**src/rtl/pc060ha_pkg.sv**
```systemverilog
// Shared encodings for the PC060HA master-side sequencer: command ops, register
// indices, flag bit positions and FSM state types.
package pc060ha_pkg;

    typedef enum logic [1:0] {
        OpSend   = 2'd0,
        OpRecv   = 2'd1,
        OpRstSet = 2'd2,
        OpRstClr = 2'd3
    } cmd_op_e;

    localparam logic [3:0] IDX_PAIR0 = 4'd0;
    localparam logic [3:0] IDX_PAIR1 = 4'd2;
    localparam logic [3:0] IDX_CTRL  = 4'd4;

    localparam logic [1:0] FLAG_MPEND0  = 2'd0;
    localparam logic [1:0] FLAG_MPEND1  = 2'd1;
    localparam logic [1:0] FLAG_SAVAIL0 = 2'd2;
    localparam logic [1:0] FLAG_SAVAIL1 = 2'd3;

    typedef enum logic [2:0] {
        StIdle,
        StPollIdx,
        StPollRd,
        StCheck,
        StIdx,
        StD0,
        StD1,
        StDone
    } state_e;

    typedef enum logic [1:0] {
        BcIdle,
        BcSetup,
        BcStrobe,
        BcHold
    } bus_state_e;

    // Flag bit that gates a SEND (master slot pending) or RECV (slave slot available).
    function automatic logic [1:0] flag_pos(input logic is_recv, input logic pair);
        if (is_recv) begin
            return pair ? FLAG_SAVAIL1 : FLAG_SAVAIL0;
        end
        return pair ? FLAG_MPEND1 : FLAG_MPEND0;
    endfunction

endpackage

```
**src/rtl/pc060ha_bus_cycle.sv**
```systemverilog
// Runs one PC060HA master-port access: SETUP, STROBE_LEN strobe cycles, HOLD.
// Idle state keeps nMCS high, which provides the inter-access gap.
module pc060ha_bus_cycle
    import pc060ha_pkg::*;
#(
    parameter int unsigned STROBE_LEN = 2
) (
    input  logic       clk_i,
    input  logic       rst_i,
    input  logic       start_i,
    input  logic       is_write_i,
    input  logic       a0_i,
    input  logic [3:0] wdata_i,
    output logic       idle_o,
    output logic       done_o,
    output logic [3:0] rdata_o,
    output logic       nmcs_o,
    output logic       nmwr_o,
    output logic       nmrd_o,
    output logic       ma0_o,
    output logic [3:0] md_o,
    output logic       md_oe_o,
    input  logic [3:0] md_i
);

    localparam logic [3:0] LastCnt = 4'(STROBE_LEN - 1);

    bus_state_e st_q, st_d;
    logic [3:0] cnt_q, cnt_d;
    logic       we_q, we_d;
    logic       a0_q, a0_d;
    logic [3:0] wd_q, wd_d;
    logic [3:0] rd_q, rd_d;

    always_ff @(posedge clk_i or posedge rst_i) begin
        if (rst_i) begin
            st_q  <= BcIdle;
            cnt_q <= 4'd0;
            we_q  <= 1'b0;
            a0_q  <= 1'b0;
            wd_q  <= 4'd0;
            rd_q  <= 4'd0;
        end else begin
            st_q  <= st_d;
            cnt_q <= cnt_d;
            we_q  <= we_d;
            a0_q  <= a0_d;
            wd_q  <= wd_d;
            rd_q  <= rd_d;
        end
    end

    always_comb begin
        st_d  = st_q;
        cnt_d = cnt_q;
        we_d  = we_q;
        a0_d  = a0_q;
        wd_d  = wd_q;
        rd_d  = rd_q;
        unique case (st_q)
            BcIdle: begin
                if (start_i) begin
                    st_d = BcSetup;
                    we_d = is_write_i;
                    a0_d = a0_i;
                    wd_d = is_write_i ? wdata_i : 4'd0;
                end
            end
            BcSetup: begin
                st_d  = BcStrobe;
                cnt_d = 4'd0;
            end
            BcStrobe: begin
                if (cnt_q == LastCnt) begin
                    st_d = BcHold;
                    if (!we_q) begin
                        rd_d = md_i;
                    end
                end else begin
                    cnt_d = cnt_q + 4'd1;
                end
            end
            BcHold:  st_d = BcIdle;
            default: st_d = BcIdle;
        endcase
    end

    always_comb begin
        idle_o  = (st_q == BcIdle);
        done_o  = (st_q == BcHold);
        rdata_o = rd_q;
        nmcs_o  = (st_q == BcIdle);
        nmwr_o  = !((st_q == BcStrobe) && we_q);
        nmrd_o  = !((st_q == BcStrobe) && !we_q);
        ma0_o   = a0_q;
        md_o    = wd_q;
        md_oe_o = we_q && (st_q != BcIdle);
    end

endmodule

```
**src/rtl/pc060ha_master_seq.sv**
```systemverilog
// Master-side PC060HA sequencer: turns byte commands into flag polling, index
// writes and nibble data accesses, one bus access at a time.
module pc060ha_master_seq
    import pc060ha_pkg::*;
#(
    parameter int unsigned STROBE_LEN = 2,
    parameter int unsigned POLL_MAX   = 255
) (
    input  logic       MCLK,
    input  logic       RESET,
    input  logic       cmd_valid,
    output logic       cmd_ready,
    input  logic [1:0] cmd_op,
    input  logic       cmd_pair,
    input  logic [7:0] cmd_data,
    output logic       rsp_valid,
    output logic [7:0] rsp_data,
    output logic       rsp_err,
    output logic       nMCS,
    output logic       nMWR,
    output logic       nMRD,
    output logic       MA0,
    output logic [3:0] MD_O,
    output logic       MD_OE,
    input  logic [3:0] MD_I
);

    state_e     state_q, state_d;
    cmd_op_e    op_q, op_d;
    logic       pair_q, pair_d;
    logic [7:0] data_q, data_d;
    logic [7:0] poll_q, poll_d;
    logic [7:0] rsp_data_q, rsp_data_d;
    logic       rsp_err_q, rsp_err_d;

    logic       bus_start, bus_we, bus_a0, bus_idle, bus_done;
    logic [3:0] bus_wd, bus_rdata;
    logic       is_slave, flag_ok, accept;

    pc060ha_bus_cycle #(
        .STROBE_LEN(STROBE_LEN)
    ) u_bus (
        .clk_i     (MCLK),
        .rst_i     (RESET),
        .start_i   (bus_start),
        .is_write_i(bus_we),
        .a0_i      (bus_a0),
        .wdata_i   (bus_wd),
        .idle_o    (bus_idle),
        .done_o    (bus_done),
        .rdata_o   (bus_rdata),
        .nmcs_o    (nMCS),
        .nmwr_o    (nMWR),
        .nmrd_o    (nMRD),
        .ma0_o     (MA0),
        .md_o      (MD_O),
        .md_oe_o   (MD_OE),
        .md_i      (MD_I)
    );

    always_ff @(posedge MCLK or posedge RESET) begin
        if (RESET) begin
            state_q    <= StIdle;
            op_q       <= OpSend;
            pair_q     <= 1'b0;
            data_q     <= 8'd0;
            poll_q     <= 8'd0;
            rsp_data_q <= 8'd0;
            rsp_err_q  <= 1'b0;
        end else begin
            state_q    <= state_d;
            op_q       <= op_d;
            pair_q     <= pair_d;
            data_q     <= data_d;
            poll_q     <= poll_d;
            rsp_data_q <= rsp_data_d;
            rsp_err_q  <= rsp_err_d;
        end
    end

    assign is_slave = (op_q == OpRstSet) || (op_q == OpRstClr);
    assign accept   = cmd_valid && cmd_ready;
    // SEND waits for the master slot to drain; RECV waits for the slave slot to fill.
    assign flag_ok  = (op_q == OpRecv) ? bus_rdata[flag_pos(1'b1, pair_q)]
                                       : !bus_rdata[flag_pos(1'b0, pair_q)];

    always_comb begin
        state_d    = state_q;
        op_d       = op_q;
        pair_d     = pair_q;
        data_d     = data_q;
        poll_d     = poll_q;
        rsp_data_d = rsp_data_q;
        rsp_err_d  = rsp_err_q;
        unique case (state_q)
            StIdle: begin
                if (accept) begin
                    op_d       = cmd_op_e'(cmd_op);
                    pair_d     = cmd_pair;
                    data_d     = cmd_data;
                    poll_d     = 8'd0;
                    rsp_data_d = 8'd0;
                    rsp_err_d  = 1'b0;
                    state_d    = ((cmd_op == OpSend) || (cmd_op == OpRecv)) ? StPollIdx : StIdx;
                end
            end
            StPollIdx: if (bus_done) state_d = StPollRd;
            StPollRd:  if (bus_done) state_d = StCheck;
            StCheck: begin
                poll_d = (poll_q == 8'hFF) ? poll_q : poll_q + 8'd1;
                if (flag_ok) begin
                    poll_d  = poll_q;
                    state_d = StIdx;
                end else if ((32'(poll_q) + 32'd1) >= POLL_MAX) begin
                    rsp_err_d = 1'b1;
                    state_d   = StDone;
                end else begin
                    state_d = StPollRd;
                end
            end
            StIdx: if (bus_done) state_d = StD0;
            StD0: begin
                if (bus_done) begin
                    if (op_q == OpRecv) rsp_data_d[3:0] = bus_rdata;
                    state_d = is_slave ? StDone : StD1;
                end
            end
            StD1: begin
                if (bus_done) begin
                    if (op_q == OpRecv) rsp_data_d[7:4] = bus_rdata;
                    state_d = StDone;
                end
            end
            StDone:  state_d = StIdle;
            default: state_d = StIdle;
        endcase
    end

    always_comb begin
        cmd_ready = (state_q == StIdle) && !RESET;
        rsp_valid = (state_q == StDone);
        rsp_data  = rsp_data_q;
        rsp_err   = rsp_err_q;
        bus_start = 1'b0;
        bus_we    = 1'b0;
        bus_a0    = 1'b0;
        bus_wd    = 4'd0;
        unique case (state_q)
            StPollIdx: begin
                bus_start = bus_idle;
                bus_we    = 1'b1;
                bus_wd    = IDX_CTRL;
            end
            StPollRd: begin
                bus_start = bus_idle;
                bus_a0    = 1'b1;
            end
            StIdx: begin
                bus_start = bus_idle;
                bus_we    = 1'b1;
                bus_wd    = is_slave ? IDX_CTRL : (pair_q ? IDX_PAIR1 : IDX_PAIR0);
            end
            StD0: begin
                bus_start = bus_idle;
                bus_a0    = 1'b1;
                bus_we    = (op_q != OpRecv);
                bus_wd    = is_slave ? {3'b000, op_q == OpRstSet} : data_q[3:0];
            end
            StD1: begin
                bus_start = bus_idle;
                bus_a0    = 1'b1;
                bus_we    = (op_q == OpSend);
                bus_wd    = data_q[7:4];
            end
            default: ;
        endcase
    end

endmodule

```
**config.mk**
```make
export PLATFORM = sky130hd
export DESIGN_NAME = pc060ha_master_seq
export DESIGN_NICKNAME = d
export VERILOG_FILES = /design/src/rtl/pc060ha_pkg.sv /design/src/rtl/pc060ha_bus_cycle.sv /design/src/rtl/pc060ha_master_seq.sv
export SDC_FILE = /design/constraint.sdc
export NUM_CORES = 1
export LEC_CHECK = 0
export ABC_AREA = 1
export BUFFER_PORTS_ARGS = -buffer_cell sky130_fd_sc_hd__buf_2
export CORE_ASPECT_RATIO = 1.2
export CORE_MARGIN = 1
export CORE_UTILIZATION = 50
export DETAILED_ROUTE_END_ITERATION = 8
export PLACE_DENSITY = 0.74
export SLEW_MARGIN = 40
export SYNTH_ARGS = -nofsm -noshare
export SYNTH_HDL_FRONTEND = slang
export SYNTH_SLANG_ARGS = --single-unit
```
**constraint.sdc**
```tcl
create_clock -name MCLK -period 1.9 [get_ports MCLK]
set_clock_uncertainty 0.2 [all_clocks]
set_input_delay 0.095 -clock MCLK [delete_from_list [all_inputs] [get_ports MCLK]]
set_output_delay 0.095 -clock MCLK [all_outputs]
set_load 0.03 [all_outputs]
```
Yosys cells after proc, flatten, opt, wreduce, memory -nomap -nowiden --
Cells that the tools add are included.
Cells by class: add/sub/neg operators 3, order comparisons 3, equality and inequality tests 31, mux-type cells 43, bitwise logic cells 1, reductions and logical operators 34
Operators by type and width (count):
- 2-to-1 mux 3 bit | 10
- 2-to-1 mux 8 bit | 3
- != test 2 bit, second input constant | 12
- case mux 3 bit (8 select lines) | 1
- case mux 4 bit (2 select lines) | 3
- 2-to-1 mux 4 bit | 5
- case mux 4 bit (4 select lines) | 1
- case mux 8 bit (2 select lines) | 1
- AND reduction 4 bit | 4
- equality test 3 bit, second input constant | 4
- 2-to-1 mux 1 bit | 11
- nonzero test 2 bit | 5
- adder 8 x 1 -> 9 bit, second input constant | 1
- >= comparator 9 x 8 -> 1 bit, second input constant | 1
- adder 8 x 1 -> 8 bit, second input constant | 1
- equality test 2 bit, second input constant | 4
- equality test 8 bit, second input constant | 1
- case mux 2 bit (4 select lines) | 1
- AND reduction 2 bit | 4
- equality test 2 x 1 -> 1 bit, second input constant | 3
- equality test 3 x 2 -> 1 bit, second input constant | 2
- logical NOT 2 bit | 3
- 2-to-1 mux 2 bit | 3
- != test 2 x 1 -> 1 bit, second input constant | 3
- 18 further kinds | 28
Storage, ports and cells: register bits 47, bits of input ports 18, output and inout bits 20, logic and storage cells 129

Depth between registers and ports, before layout --
word-level depth 7, mapped depth 13, depth with buffers taken out 13

Hierarchy --
A second synthesis with hierarchy kept.
Second synthesis, totals: cells, all modules 328, area, all modules 2558.7 um^2
Modules (own cells, without submodules):
- pc060ha_master_seq | instances 1, cells each 232, area each 1747.9 um^2, seq. area each 775.7 um^2
- pc060ha_bus_cycle | instances 1, cells each 96, area each 810.8 um^2, seq. area each 400.4 um^2

Worst setup path after synthesis --
No wires, ideal clock.
path kind flip-flop to flip-flop, start point register state_q[0], end point register poll_q[4], library setup time 0.121 ns, arrival time 1.526 ns, path slack 0.053 ns, cell stages (with the launch flop) 11, cell sequence dfrtp_1 > nor2_2 > nand2_2 > nor2_4 > nand2_2 > nand2_2 > nand2_1 > nor2_4 > nand2_1 > nand2_1 > o21ai_1
On the way: word-level cells in the longest chain between the ends 5, elaborated cells between the ends (all ways) 10
Ends and longest elaborated chain:
- start: declaration | line pc060ha_master_seq.sv:28 | state_e state_q, state_d;
- start signal: assignment | line pc060ha_master_seq.sv:63 | state_q <= StIdle;
- start signal: assignment | line pc060ha_master_seq.sv:71 | state_q <= state_d;
- logical NOT 3 bit | line pc060ha_master_seq.sv:140 | cmd_ready = (state_q == StIdle) && !RESET;
- logical AND 1 bit | line pc060ha_master_seq.sv:140
- named net cmd_ready | line pc060ha_master_seq.sv:12 | output logic cmd_ready,
- logical AND 1 bit | line pc060ha_master_seq.sv:82 | assign accept = cmd_valid && cmd_ready;
- != test 2 bit (no source line)
- AND reduction 4 bit (no source line)
- end signal: assignment | line pc060ha_master_seq.sv:75 | poll_q <= poll_d;
- end: declaration | line pc060ha_master_seq.sv:32 | logic [7:0] poll_q, poll_d;
The timed path passes the listed nets, and every way through them passes these cells. A chain may end at the register's enable or synchronous reset.

Worst setup path after layout --
start point register state_q[0], end point register rsp_data_q[6] (netlist: rsp_data[6])
On the way: word-level cells in the longest chain between the ends 5, elaborated cells between the ends (all ways) 10
Ends and longest elaborated chain:
- logical NOT 3 bit | line pc060ha_master_seq.sv:95, pc060ha_master_seq.sv:140
- logical AND 1 bit | line pc060ha_master_seq.sv:140
- logical AND 1 bit | line pc060ha_master_seq.sv:82
- != test 2 bit (no source line)
- AND reduction 4 bit (no source line)
- end signal: assignment | line pc060ha_master_seq.sv:76 | rsp_data_q <= rsp_data_d;
- end: declaration | line pc060ha_master_seq.sv:33 | logic [7:0] rsp_data_q, rsp_data_d;
Parallel ways exist; a longest one is shown, timed or not.

==> results_dict.tcl <==
set metrics [dict create \
    ff2ff_setup_slack_ns 0.04 \
    synthFlopType "dfrtp_1" \
    die_area_mm2 0.00520 \
    synth-adder-area-share_pct 4.08 \
    reg2reg_depth 6 \
    hold_viol_final 0 \
    synth_top_family_by_area "simple AND/OR/NAND/NOR gates" \
    synthMuxAreaShare_pct 0 \
    synth_area_mm2 0.00246 \
    die_w_um 66.0 \
    clock_latency_ns 0.30 \
    grt_pass1_wl_um 9990 \
    synth-seq-cells 47 \
    whs_path_depth 5 \
    synth-edff-count 0 \
    setup_viol 0 \
    arrival_ns 1.86 \
    core.rowCount 27 \
    cp-end-kind "flip-flop" \
    firstDrtPassIters 4 \
    h-tree-depth 2 \
    cp_max_fo 8 \
    clk_pin_slew_ns 0.08 \
    power.density_mw_per_mm2 1610 \
    initial_core_util_pct 52.7 \
    async_flop_share_pct 100 \
    synthCells 312 \
    fin_crit_sh_pct 97.8 \
    layout_setup_ws_ns 0.0421 \
    avgViaCountPerCell 5.19 \
    power_leakage_nw 1.62 \
    slew_headroom_pct 65.7 \
    drv_cap 0 \
    grt_pass1_vias 2288 \
    critPathRequiredTime_ns 1.90 \
    syn_to_final_growth_pct 30.9 \
    drc_errors 0 \
    drt.antenna.violating_nets 0 \
    worst_hold_path_type "primary input to flip-flop" \
    synth_xor_area_share_pct 0.357 \
    antenna_found_initial 0 \
    nets 415 \
    finalCoreUtilization_pct 69.0 \
    grt_setup_unrepaired "true" \
    diodes 0 \
    critPathKind "flip-flop to flip-flop" \
    min_to "data_q[4]$_DFFE_PP0P_" \
    synth_simple_gate_area_share_pct 24.7 \
    yosysSeqAreaShare_pct 47.9 \
    worst_pin_slew_ns 0.514 \
    cts_buffers 5 \
    root_buffer "clkbuf_8" \
    cts_tree "built" \
    drive_gt1_share_pct 27.2 \
    overflow 0 \
    timing.final.max_slew_violations 0 \
    timing.fmax_mhz 538 \
    yosys_warnings 0 \
    avgSynthCellArea_um2 7.87 \
    vdd_drop_max_v 0.000840 \
    detail_route.wl_per_cell_um 13.3 \
    cp-start-kind "flip-flop" \
    fin_crit_ns 1.86 \
    grt.total_usage_pct 25.3 \
    synth_fp_nets 338 \
    grt_max_degree 26 \
    cts.sinks 47 \
    wirelength_um 5970 \
    hpwlAfterDp_um 4270 \
    ios 38 \
    worstHoldStart "cmd_valid" \
    outcome "finished, final reports clean" \
    r2r_end "rsp_data[6]$_DFFE_PP0P_" \
    place_ws_ns -0.00495 \
    synth_cell_types 27 \
    n_fill_cell 393 \
    core_mm2 0.00466 \
    gp_congestion 0.929 \
    port_buffers 37 \
    synth-compound-area-share_pct 14.9 \
    drt_first_iter_violations 98 \
    r2r-start "state_q[0]$_DFFE_PP0P_" \
    clockBufferDepth 2 \
    die_y_um 78.8 \
    vias 2324 \
]
timing repair:
| action | 4_1_cts | 5_1_grt |
|---|---|---|
| gates cloned | 0 | 0 |
| hold endpoints to repair | 39 | 0 |
| setup buffers | 0 | 7 |
| hold buffers | 16 | 0 |
| pin swaps | 0 | 12 |
| gates resized for setup | 1 | 34 |
| setup endpoints to repair | 1 | 32 |
area by class of cell:
class                   instances  area (um^2)  area share, %
clock buffers                   7         76.3           2.37
clock inverters                 1         5.00          0.156
inverters                      50          188           5.84
multi-input cells             212         1180           36.8
flip-flops and latches         47         1180           36.7
well taps                      58         72.6           2.26
repair buffers                 73          512           15.9
cell usage after synthesis (4+ instances only):
cell type,n,share of area [%]
o22ai_1,8,2.0
inv_2,6,0.92
o21ai_0,22,4.5
inv_1,43,6.6
dfrtp_1,47,48
ha_1,8,4.1
nand3_1,19,3.9
a21oi_1,9,1.8
nand2_1,83,13
o21ai_1,13,2.6
o31ai_1,5,1.5
nand2_2,4,1.0
nor2_1,20,3.1
stage by stage:
| stage | std cells | power (mW) | cell area, um^2 | hold slack [ns] | setup TNS [ns] |
|---|---|---|---|---|---|
| 5_1_grt | 448 | 5.59 | 3220 | 0.129 | -0.613 |
| 3_3_place_gp | 417 | 4.16 | 2810 | -0.0144 | -0.000382 |
| 3_5_place_dp | 417 | 4.23 | 2810 | -0.00251 | -0.00495 |
| 6_report | 448 | 5.17 | 3220 | 0.0805 | 0 |
| 2_1_floorplan | 312 | 3.44 | 2460 | 0.00462 | 0 |
| 4_1_cts | 441 | 4.85 | 3060 | 0.0648 | 0 |
registers in the layout, indices dropped and copies added (netlist names):
signal,count
state_q,3
u_bus.we_q,1
data_q,8
u_bus.st_q,2
rsp_err,1
u_bus.md_o,4
op_q,2
u_bus.rdata_o,4
u_bus.cnt_q,4
rsp_data,8
u_bus.ma0_o,1
poll_q,8
pair_q,1
critical path: stages (launching register included):
cell     delay, ns
dfrtp_2       0.46
buf_4         0.16
nor2_2        0.16
nand2_2       0.16
o21ai_1       0.18
nand3_2       0.20
o31ai_1       0.25
layout by cell type, fill, tap and decap left out, drive strengths merged:
cell         netlist  layout
inv               49      50
a21boi             1       1
o211ai             1       1
a31oi              1       1
clkbuf             3       7
dlygate4sd3        0      16
dfrtp             47      47
clkinv             1       1
nor3b              1       1
o22ai              8       8
a21oi              9       9
buf                0      57
a32oi              1       1
nand3             20      20
nor2              26      26
o21ai             35      35
nand4              3       3
ha                 8       8
o31ai              5       5
nand2             87      87
a22oi              3       3
xnor2              1       1
nor3               2       2
worst max path at each step:
stage / startpoint / end / slack (ns) / cells past startpoint
after floorplan: state_q[0]$_DFFE_PP0P_ / poll_q[4]$_DFFE_PP0P_ / 0.05 / 10
after global placement: state_q[1]$_DFFE_PP0P_ / state_q[2]$_DFFE_PP0P_ / -0.0004 / 10
after detailed placement: state_q[2]$_DFFE_PP0P_ / state_q[2]$_DFFE_PP0P_ / -0.005 / 10
after CTS: state_q[0]$_DFFE_PP0P_ / poll_q[4]$_DFFE_PP0P_ / 0.002 / 10
after global routing: state_q[0]$_DFFE_PP0P_ / u_bus.md_o[3]$_DFFE_PP0P_ / -0.08 / 9
final: state_q[0]$_DFFE_PP0P_ / rsp_data[6]$_DFFE_PP0P_ / 0.04 / 6
cell families (layout without fill, tap and decap cells):
| group | after synthesis | after routing |
|---|---|---|
| XOR/XNOR | 1 | 1 |
| flip-flops | 47 | 47 |
| AND/OR/NAND/NOR | 139 | 139 |
| buffers and inverters | 53 | 131 |
| AO/OA/AOI/OAI | 64 | 64 |
| adder cells (fa/ha/maj) | 8 | 8 |
metal layers:
metal / part of all wire [%] / wire length, um / up-vias / track usage, %
met3: 4.1 / 246 / 12 / 5.17
li1: - / - / 1163 / -
met2: 51 / 3070 / 57 / 44.1
met4: 2.1 / 126 / 0 / 10.0
met1: 42 / 2530 / 1092 / 30.0
met5: 0 / 0 / - / 0
power breakdown:
| part | internal, mW | switching, mW |
|---|---|---|
| Clock | 0.259 | 0.323 |
| Sequential | 1.42 | 0.299 |
| Combinational | 1.03 | 1.84 |
| Total | 2.71 | 2.46 |
Note: power is estimated with default switching activity, not from simulation.
